**config.mk**
```make
export PLATFORM = sky130hd
export DESIGN_NAME = rename_resolver
export DESIGN_NICKNAME = d
export VERILOG_FILES = /design/src/rtl/rename_resolver.sv
export SDC_FILE = /design/constraint.sdc
export NUM_CORES = 2
export LEC_CHECK = 0
export ABC_AREA = 0
export BUFFER_PORTS_ARGS = -buffer_cell sky130_fd_sc_hd__buf_4
export CAP_MARGIN = 20
export CORE_ASPECT_RATIO = 1.75
export CORE_MARGIN = 2
export CORE_UTILIZATION = 30
export CTS_CLUSTER_DIAMETER = 60
export DETAILED_ROUTE_END_ITERATION = 16
export PLACE_DENSITY = 0.52
export RECOVER_POWER = 50
export SLEW_MARGIN = 20
export SYNTH_ARGS = -nofsm -noshare
export SYNTH_HDL_FRONTEND = slang
export SYNTH_SLANG_ARGS = --single-unit
```
**constraint.sdc**
```tcl
create_clock -name clk -period 19.6 [get_ports clk]
set_clock_uncertainty 0.15 [all_clocks]
set_input_delay 0.98 -clock clk [delete_from_list [all_inputs] [get_ports clk]]
set_output_delay 0.98 -clock clk [all_outputs]
set_load 0.1 [all_outputs]
```
**src/rtl/rename_resolver.sv**
```systemverilog
// rename_resolver: N-way register renaming with intra-bundle forwarding, a free-tag pool, commit reclaim and flush.
// Define RENAME_COMMIT_BYPASS_EN to let tags released by this cycle's commits be allocated in the same cycle.
module rename_resolver #(
  parameter int WAYS      = 2,
  parameter int ARCH_REGS = 32,
  parameter int TAGS      = 64,
  parameter int COMMITS   = 2,
  parameter int PAYLOAD_W = 96,
  localparam int AW       = $clog2(ARCH_REGS),
  localparam int TAG_W    = $clog2(TAGS),
  localparam int CNT_W    = $clog2(TAGS) + 1
) (
  input  logic                               clk,
  input  logic                               reset,
  input  logic                               flush,
  input  logic                               in_valid,
  output logic                               in_ready,
  input  logic [WAYS-1:0]                    in_way_valid,
  input  logic [WAYS-1:0][AW-1:0]            in_src1,
  input  logic [WAYS-1:0][AW-1:0]            in_src2,
  input  logic [WAYS-1:0][AW-1:0]            in_dest,
  input  logic [WAYS-1:0][PAYLOAD_W-1:0]     in_payload,
  output logic                               out_valid,
  input  logic                               out_ready,
  output logic [WAYS-1:0]                    out_way_valid,
  output logic [WAYS-1:0][TAG_W-1:0]         out_src1_tag,
  output logic [WAYS-1:0][TAG_W-1:0]         out_src2_tag,
  output logic [WAYS-1:0]                    out_src1_ren,
  output logic [WAYS-1:0]                    out_src2_ren,
  output logic [WAYS-1:0][TAG_W-1:0]         out_dest_tag,
  output logic [WAYS-1:0][PAYLOAD_W-1:0]     out_payload,
  input  logic [COMMITS-1:0]                 commit_valid,
  input  logic [COMMITS-1:0][TAG_W-1:0]      commit_tag,
  input  logic [COMMITS-1:0][AW-1:0]         commit_arch,
  output logic [CNT_W-1:0]                   free_count
);

  function automatic logic [CNT_W-1:0] popcount(input logic [TAGS-1:0] v);
    popcount = '0;
    for (int i = 0; i < TAGS; i++) popcount += CNT_W'(v[i]);
  endfunction

  logic [ARCH_REGS-1:0][TAG_W-1:0]    rat_tag_q, rat_tag_d;
  logic [ARCH_REGS-1:0]               rat_ren_q, rat_ren_d;
  logic [TAGS-1:0]                    free_q, free_d;
  logic [CNT_W-1:0]                   free_count_q, free_count_d;
  logic                               out_valid_q, out_valid_d;
  logic [WAYS-1:0]                    out_way_valid_q, out_way_valid_d;
  logic [WAYS-1:0][TAG_W-1:0]         out_src1_tag_q, out_src1_tag_d;
  logic [WAYS-1:0][TAG_W-1:0]         out_src2_tag_q, out_src2_tag_d;
  logic [WAYS-1:0]                    out_src1_ren_q, out_src1_ren_d;
  logic [WAYS-1:0]                    out_src2_ren_q, out_src2_ren_d;
  logic [WAYS-1:0][TAG_W-1:0]         out_dest_tag_q, out_dest_tag_d;
  logic [WAYS-1:0][PAYLOAD_W-1:0]     out_payload_q, out_payload_d;

  logic [WAYS-1:0]                    writes;
  logic [CNT_W-1:0]                   need, avail;
  logic [TAGS-1:0]                    commit_mask, pool, alloc_pool, alloc_mask;
  logic [WAYS-1:0][TAG_W-1:0]         alloc_tag;
  logic                               found;
  logic                               accept;
  logic [WAYS-1:0][TAG_W-1:0]         src1_tag, src2_tag;
  logic [WAYS-1:0]                    src1_ren, src2_ren;
  logic [AW-1:0]                      src_a;
  logic [TAG_W-1:0]                   s_tag;
  logic                               s_ren;

  // Commits of tags that are already free are dropped entirely.
  always_comb begin
    writes      = '0;
    need        = '0;
    commit_mask = '0;
    for (int w = 0; w < WAYS; w++) begin
      writes[w] = in_way_valid[w] && (in_dest[w] != '0);
      need     += CNT_W'(writes[w]);
    end
    for (int p = 0; p < COMMITS; p++)
      if (commit_valid[p] && !free_q[commit_tag[p]]) commit_mask[commit_tag[p]] = 1'b1;
`ifdef RENAME_COMMIT_BYPASS_EN
    pool  = free_q | commit_mask;
    avail = popcount(pool);
`else
    pool  = free_q;
    avail = free_count_q;
`endif
    alloc_pool = pool;
    alloc_mask = '0;
    alloc_tag  = '0;
    found      = 1'b0;
    for (int w = 0; w < WAYS; w++) begin
      found = 1'b0;
      if (writes[w]) begin
        for (int t = 0; t < TAGS; t++) begin
          if (!found && alloc_pool[t]) begin
            alloc_tag[w] = TAG_W'(t);
            found        = 1'b1;
          end
        end
        if (found) begin
          alloc_pool[alloc_tag[w]] = 1'b0;
          alloc_mask[alloc_tag[w]] = 1'b1;
        end
      end
    end
  end

  assign in_ready = (!out_valid_q || out_ready) && (need <= avail) && !flush;
  assign accept   = in_valid && in_ready;

  // Nearest earlier writer in the bundle overrides the RAT; x0 is never renamed.
  always_comb begin
    src1_tag = '0;
    src2_tag = '0;
    src1_ren = '0;
    src2_ren = '0;
    src_a    = '0;
    s_tag    = '0;
    s_ren    = 1'b0;
    for (int j = 0; j < WAYS; j++) begin
      for (int k = 0; k < 2; k++) begin
        src_a = (k == 0) ? in_src1[j] : in_src2[j];
        s_ren = rat_ren_q[src_a];
        s_tag = rat_ren_q[src_a] ? rat_tag_q[src_a] : '0;
        for (int i = 0; i < j; i++) begin
          if (writes[i] && (in_dest[i] == src_a)) begin
            s_tag = alloc_tag[i];
            s_ren = 1'b1;
          end
        end
        if (src_a == '0) begin
          s_tag = '0;
          s_ren = 1'b0;
        end
        if (k == 0) begin
          src1_tag[j] = s_tag;
          src1_ren[j] = s_ren;
        end else begin
          src2_tag[j] = s_tag;
          src2_ren[j] = s_ren;
        end
      end
    end
  end

  // Commit clears are applied first so a same-cycle rename of that arch reg wins.
  always_comb begin
    rat_tag_d = rat_tag_q;
    rat_ren_d = rat_ren_q;
    free_d    = free_q | commit_mask;
    for (int p = 0; p < COMMITS; p++) begin
      if (commit_valid[p] && !free_q[commit_tag[p]] && rat_ren_q[commit_arch[p]] &&
          (rat_tag_q[commit_arch[p]] == commit_tag[p]))
        rat_ren_d[commit_arch[p]] = 1'b0;
    end
    out_valid_d     = out_valid_q && !out_ready;
    out_way_valid_d = out_way_valid_q;
    out_src1_tag_d  = out_src1_tag_q;
    out_src2_tag_d  = out_src2_tag_q;
    out_src1_ren_d  = out_src1_ren_q;
    out_src2_ren_d  = out_src2_ren_q;
    out_dest_tag_d  = out_dest_tag_q;
    out_payload_d   = out_payload_q;
    if (accept) begin
      free_d = free_d & ~alloc_mask;
      for (int w = 0; w < WAYS; w++) begin
        if (writes[w]) begin
          rat_tag_d[in_dest[w]] = alloc_tag[w];
          rat_ren_d[in_dest[w]] = 1'b1;
        end
      end
      out_valid_d     = 1'b1;
      out_way_valid_d = in_way_valid;
      out_src1_tag_d  = src1_tag;
      out_src2_tag_d  = src2_tag;
      out_src1_ren_d  = src1_ren;
      out_src2_ren_d  = src2_ren;
      out_dest_tag_d  = alloc_tag;
      out_payload_d   = in_payload;
    end
    if (flush) begin
      rat_tag_d   = '0;
      rat_ren_d   = '0;
      free_d      = '1;
      out_valid_d = 1'b0;
    end
    free_count_d = popcount(free_d);
  end

  always_ff @(posedge clk or posedge reset) begin
    if (reset) begin
      rat_tag_q       <= '0;
      rat_ren_q       <= '0;
      free_q          <= '1;
      free_count_q    <= CNT_W'(TAGS);
      out_valid_q     <= 1'b0;
      out_way_valid_q <= '0;
      out_src1_tag_q  <= '0;
      out_src2_tag_q  <= '0;
      out_src1_ren_q  <= '0;
      out_src2_ren_q  <= '0;
      out_dest_tag_q  <= '0;
      out_payload_q   <= '0;
    end else begin
      rat_tag_q       <= rat_tag_d;
      rat_ren_q       <= rat_ren_d;
      free_q          <= free_d;
      free_count_q    <= free_count_d;
      out_valid_q     <= out_valid_d;
      out_way_valid_q <= out_way_valid_d;
      out_src1_tag_q  <= out_src1_tag_d;
      out_src2_tag_q  <= out_src2_tag_d;
      out_src1_ren_q  <= out_src1_ren_d;
      out_src2_ren_q  <= out_src2_ren_d;
      out_dest_tag_q  <= out_dest_tag_d;
      out_payload_q   <= out_payload_d;
    end
  end

  assign out_valid     = out_valid_q;
  assign out_way_valid = out_way_valid_q;
  assign out_src1_tag  = out_src1_tag_q;
  assign out_src2_tag  = out_src2_tag_q;
  assign out_src1_ren  = out_src1_ren_q;
  assign out_src2_ren  = out_src2_ren_q;
  assign out_dest_tag  = out_dest_tag_q;
  assign out_payload   = out_payload_q;
  assign free_count    = free_count_q;

  for (genvar p = 0; p < COMMITS; p++) begin : g_commit_chk
    a_commit_not_free: assert property (@(posedge clk) disable iff (reset)
      !(commit_valid[p] && free_q[commit_tag[p]]));
  end

endmodule
```
==> After elaboration in Yosys (flattened, before gate mapping) <==
Index checks and enable logic that the tools add are counted.
{ "word_totals": {"reg_bits": 530, "latch_bits": 0, "ram_bits": 0, "mem_bits_ro": 0, "memories": 0} }
{ "op_classes": {"n_addsub": 64, "multipliers": 0, "n_div": 0, "n_lt_le_gt_ge": 21, "n_eq_ne": 4, "n_shift": 0, "n_mux": 476, "n_bitwise": 13, "n_reduce_logical": 287} }
{ "ops": {"columns": ["op", "n"], "rows": [
  ["$mux 192", 5],
  ["$mux 6", 146],
  ["$mux 64", 10],
  ["$add 7x1->7", 57],
  ["$bwmux 192", 2],
  ["$mux 1", 282],
  ["$mux 32", 7],
  ["$or 64x64->64", 3],
  ["$bmux 6 s5", 6],
  ["$logic_and 1x1->1", 148],
  ["$logic_not 1->1", 131],
  ["$and 64x64->64", 2],
  ["$not 64->64", 2],
  ["$and 32x32->32", 2],
  ["$not 32->32", 2],
  ["$or 32x32->32", 2],
  ["$demux 6 s5", 2],
  ["$lt 5x6->1 const B", 8],
  ["$bmux 1 s5", 6],
  ["$lt 6x7->1 const B", 4],
  ["$demux 1 s6", 4],
  ["$ge 6x1->1 const B", 4],
  ["$demux 1 s5", 4],
  ["$ge 5x1->1 const B", 4],
  ["14 further kinds", 22]
]} }

==> Logic depth before layout (Yosys ltp) <==
{ "depth": {"depth_word": 591, "depth_mapped": 42, "depth_no_buf": 36} }

==> Worst setup path before layout <==
Ideal clock, no wire load.
{ "synth_timing": {"path_kind": "input port to flip-flop", "start": "in in_dest[4] in the netlist's numbering", "end": "reg free_count_q[6], in the netlist free_count[6]", "t_arrival_ns": 11.478, "t_required_ns": 19.377, "slack_ns": 7.899, "cell_stages": 31, "path_buffers": 1, "cell_sequence": "clkbuf_1 -> or3_1 -> o31ai_1 -> inv_1 -> ha_1 -> ha_1 -> a21oi_1 -> a2111oi_0 -> nor3_1 -> nand2_1 -> nor4_1 -> a221o_1 -> fa_1 -> fa_1 -> inv_1 -> fa_1 -> inv_1 -> fa_1 -> fa_1 -> fa_1 -> fa_1 -> fa_1 -> inv_1 -> ha_1 -> inv_1 -> fa_1 -> inv_1 -> a21oi_1 -> o21bai_1 -> a21oi_1 -> o21bai_1"} }
{ "synth_between": {"elab_cells_between_ends": 402, "cone_classes": "add/sub (64); order compare (3); mux (200); bitwise (3); reduce/logical (132)"} }
{ "synth_rtl": {"columns": ["element", "line_no", "rtl"], "rows": [
  ["start, declared", "21", "input logic [WAYS-1:0][AW-1:0] in_dest,"],
  ["$reduce_bool 5->1 (*)", "74", "writes[w] = in_way_valid[w] && (in_dest[w] != '0);"],
  ["$logic_and 1x1->1 (*)", "74", null],
  ["$add 1x1->2 (*)", "75", "need += CNT_W'(writes[w]);"],
  ["$le 2x7->1 (*)", "107", "assign in_ready = (!out_valid_q || out_ready) && (need <= avail) && !flush;"],
  ["$logic_and 1x1->1 (*) (2 in a row)", "107", null],
  ["named net in_ready", "17", "output logic in_ready,"],
  ["$logic_and 1x1->1 (*)", "108", "assign accept = in_valid && in_ready;"],
  ["$mux 64 (*)", "163", "if (accept) begin"],
  ["[2 not listed]", null, null],
  ["$add 2x1->3", "40", "for (int i = 0; i < TAGS; i++) popcount += CNT_W'(v[i]);"],
  ["$add 3x1->4", "40", null],
  ["$add 4x1->5", "40", null],
  ["$add 5x1->6", "40", null],
  ["$add 6x1->7", "40", null],
  ["$add 7x1->7 (56 in a row)", "40", null],
  ["$add 7x1->7 (*)", "40", null],
  ["named net free_count_d[6]", "46", "logic [CNT_W-1:0] free_count_q, free_count_d;"],
  ["end signal, assigned", "194", "free_count_q <= CNT_W'(TAGS);"],
  ["end signal, assigned", "207", "free_count_q <= free_count_d;"],
  ["end, declared", "46", null]
]} }
Mark *: on every way through the listed nets, which the timed path passes. The rest lies on a longest branch. The select of a mux whose other input is x is not followed.
A chain may end at the register's enable or synchronous reset.

==> results.sh <==
export IMPL_status="finished with violations"
export IMPL_violations="capacitance limit, slew limit"
export IMPL_postCtsSetupRepairBufs=0
export IMPL_ios=496
export IMPL_vias=44700
export IMPL_r2r_start="free_q[4]"
export IMPL_fin_crit_ns=14.29
export IMPL_syn_avg_cell_area_um2=9.39
export IMPL_finalPower_uw=4010
export IMPL_synth_seq_area_share_pct=32.0
export IMPL_crit_arrival_ns=14.85
export IMPL_synth_top_area_share_pct=27.9
export IMPL_cts_resized=0
export IMPL_die_y_um=497
export IMPL_cp_start_kind="primary input"
export IMPL_syn_instance_count=4439
export IMPL_reg2reg_to="free_count[6]"
export IMPL_final_common_cell="nand2_1"
export IMPL_syn_nets=4764
export IMPL_cts_buffer_depth=3
export IMPL_leakage_uw=0.0201
export IMPL_endpoint_kind="async pin"
export IMPL_path_max_fanout=116
export IMPL_slew_headroom_pct=-422
export IMPL_clk_pin_slew_worst_paths_ns=0.07
export IMPL_cts_root_buffer="clkbuf_16"
export IMPL_cts_sinks=530
export IMPL_antenna_found_initial=30
export IMPL_drv_slew=535
export IMPL_port_buffers=495
export IMPL_worstMarginPinSlew_ns=7.83
export IMPL_synth_top_cell_by_area="dfrtp_1"
export IMPL_place_gp_congestion=1.09
export IMPL_grt_max_degree=182
export IMPL_cellPowerDensity_nw_per_um2=81.6
export IMPL_worstRegToRegCells=33
export IMPL_critPathRequiredTime_ns=20.16
export IMPL_synthTopCellsByArea="dfrtp_1, mux4_2, nand2_1"
export IMPL_synthArstFlopShare_pct=100
export IMPL_grt_pass1_wl_um=369000
export IMPL_synthFlopType="dfrtp_1"
export IMPL_overflow=0
export IMPL_final_util_pct=35.6
export IMPL_setup_viol=0
export IMPL_h_tree_depth=3
export IMPL_start_util_pct=30.1
export IMPL_drt_iter0_drc=5891
export IMPL_wirelength_um=269000
export IMPL_finalHoldViolations=0
export IMPL_yosys_warnings=0
export IMPL_hp_class="in -> reg"
export IMPL_rows=181
export IMPL_drt_first_pass_iters=6
export IMPL_grt_pass1_vias=43500
export IMPL_crit_path_end="out_src1_tag[4]"
export IMPL_fin_tns_setup_ns=0
export IMPL_ant_nets=0
export IMPL_die_area_um2=142000
export IMPL_routedWlPerCell_um=40.2
export IMPL_post_route_period_util_pct=72.9
export IMPL_core_area_um2=138000
export IMPL_maxCapViolations=12
export IMPL_cts_tree="done"
export IMPL_synth_distinct_cells=88
export IMPL_dp_hpwl_um=191000
export IMPL_rsz0062_at_grt="false"
export IMPL_synth_edf_count=0
export IMPL_r2r_slack_ns=5.96
export IMPL_peakVddDrop_v=0.0000830
export IMPL_final_net_count=5095
export IMPL_syn2layout_area_growth_pct=18.1
export IMPL_track_usage_pct=37.5
export IMPL_clk_latency_ns=0.74
export IMPL_vias_per_cell=6.69
export IMPL_synth_seq_cells=530
export IMPL_cts_hold_buf=0
export IMPL_max_freq_mhz=70.0
export IMPL_hold_slack_ns=0.268
export IMPL_mappedNetlistArea_um2=41700
export IMPL_n_fill_cell=14300
export IMPL_cts_made_buffers=71
export IMPL_drive_above_1_share_pct=21.9
export IMPL_die_w_um=286
export IMPL_drc_errors=0
export IMPL_timing_critical_path_from="reset"
export IMPL_mostFrequentLayoutCells="nand2_1, dfrtp_1, buf_4"
export IMPL_crit_type="in -> async"
sequential cells by signal, indices dropped and copies added (netlist names):
register	cells
out_valid	1
rat_ren_q	32
out_dest_tag	12
out_src1_tag	12
out_src2_tag	12
out_way_valid	2
free_count	7
out_payload	192
out_src2_ren	2
free_q	64
rat_tag_q	192
out_src1_ren	2
per-layer routing:
metal	global-route usage [%]	wire length, µm
met4	35.8	33400
met2	59.5	124000
met3	14.3	28900
met1	37.5	82100
met5	0.240	121
cells in the mapped netlist, drive strengths merged, types with 44 or more instances:
master and number:
a21o 55, nor4 44, o221ai 194, dfrtp 465
nand2 938, a31oi 47, mux2i 65, nor2 307
dfstp 65, nand3 83, o31ai 51, a22oi 54
inv 84, buf 80, mux4 361, a221oi 45
nor3 59, a21oi 161, clkbuf 308, fa 54
o21ai 300
worst min-delay path by stage:
stage	from	endpoint	slack [ns]	depth (start not counted)
finish	in_payload[167]	out_payload[167]	0.27	3
global route	in_payload[116]	out_payload[116]	0.27	3
CTS	reset	out_payload[154]	0.21	2
detailed placement	out_payload[73]	out_payload[73]	0.31	2
global placement	out_dest_tag[11]	out_dest_tag[11]	0.31	2
floorplan	rat_tag_q[132]	rat_tag_q[132]	0.39	2
stage by stage:
stage | area, µm² | setup slack (ns) | instances
floorplan | 41700 | 3.77 | 4439
global placement | 47300 | 5.93 | 6509
detailed placement | 47400 | 6.33 | 6512
CTS | 49800 | 6.25 | 6642
global route | 49200 | 3.35 | 6661
finish | 49200 | 5.31 | 6678
critical path, stage by stage:
cell	delay, ns
clkbuf_4	0.11
clkinvlp_2	2.13
clkbuf_1	2.19
clkbuf_1	5.61
clkbuf_1	2.58
buf_4	0.99
cell families after synthesis:
family                   share of synthesized area [%]
AO/OA/AOI/OAI                                     20.1
XOR/XNOR                                         0.546
adder cells (fa/ha/maj)                           3.13
buffers and inverters                             4.39
flip-flops                                        32.0
multiplexers                                      21.9
AND/OR/NAND/NOR                                   17.9
final cells by class:
type | count | area (µm²) | share of cell area, %
clock buffer | 91 | 1940 | 3.95
tap | 1830 | 2290 | 4.65
antenna | 21 | 52.6 | 0.107
inverter | 85 | 320 | 0.651
sequential | 530 | 13300 | 27.1
multi-input combinational | 3436 | 26800 | 54.4
timing repair buffer | 646 | 3990 | 8.12
clock inverter | 39 | 482 | 0.979
power by group:
group	leakage [µW]	switching, µW	internal, µW	total, µW
Combinational	0.0120	1130	213	1340
Clock	0.00117	629	772	1400
Sequential	0.00685	76.3	1200	1270
Power figures use the tool's default switching activity.
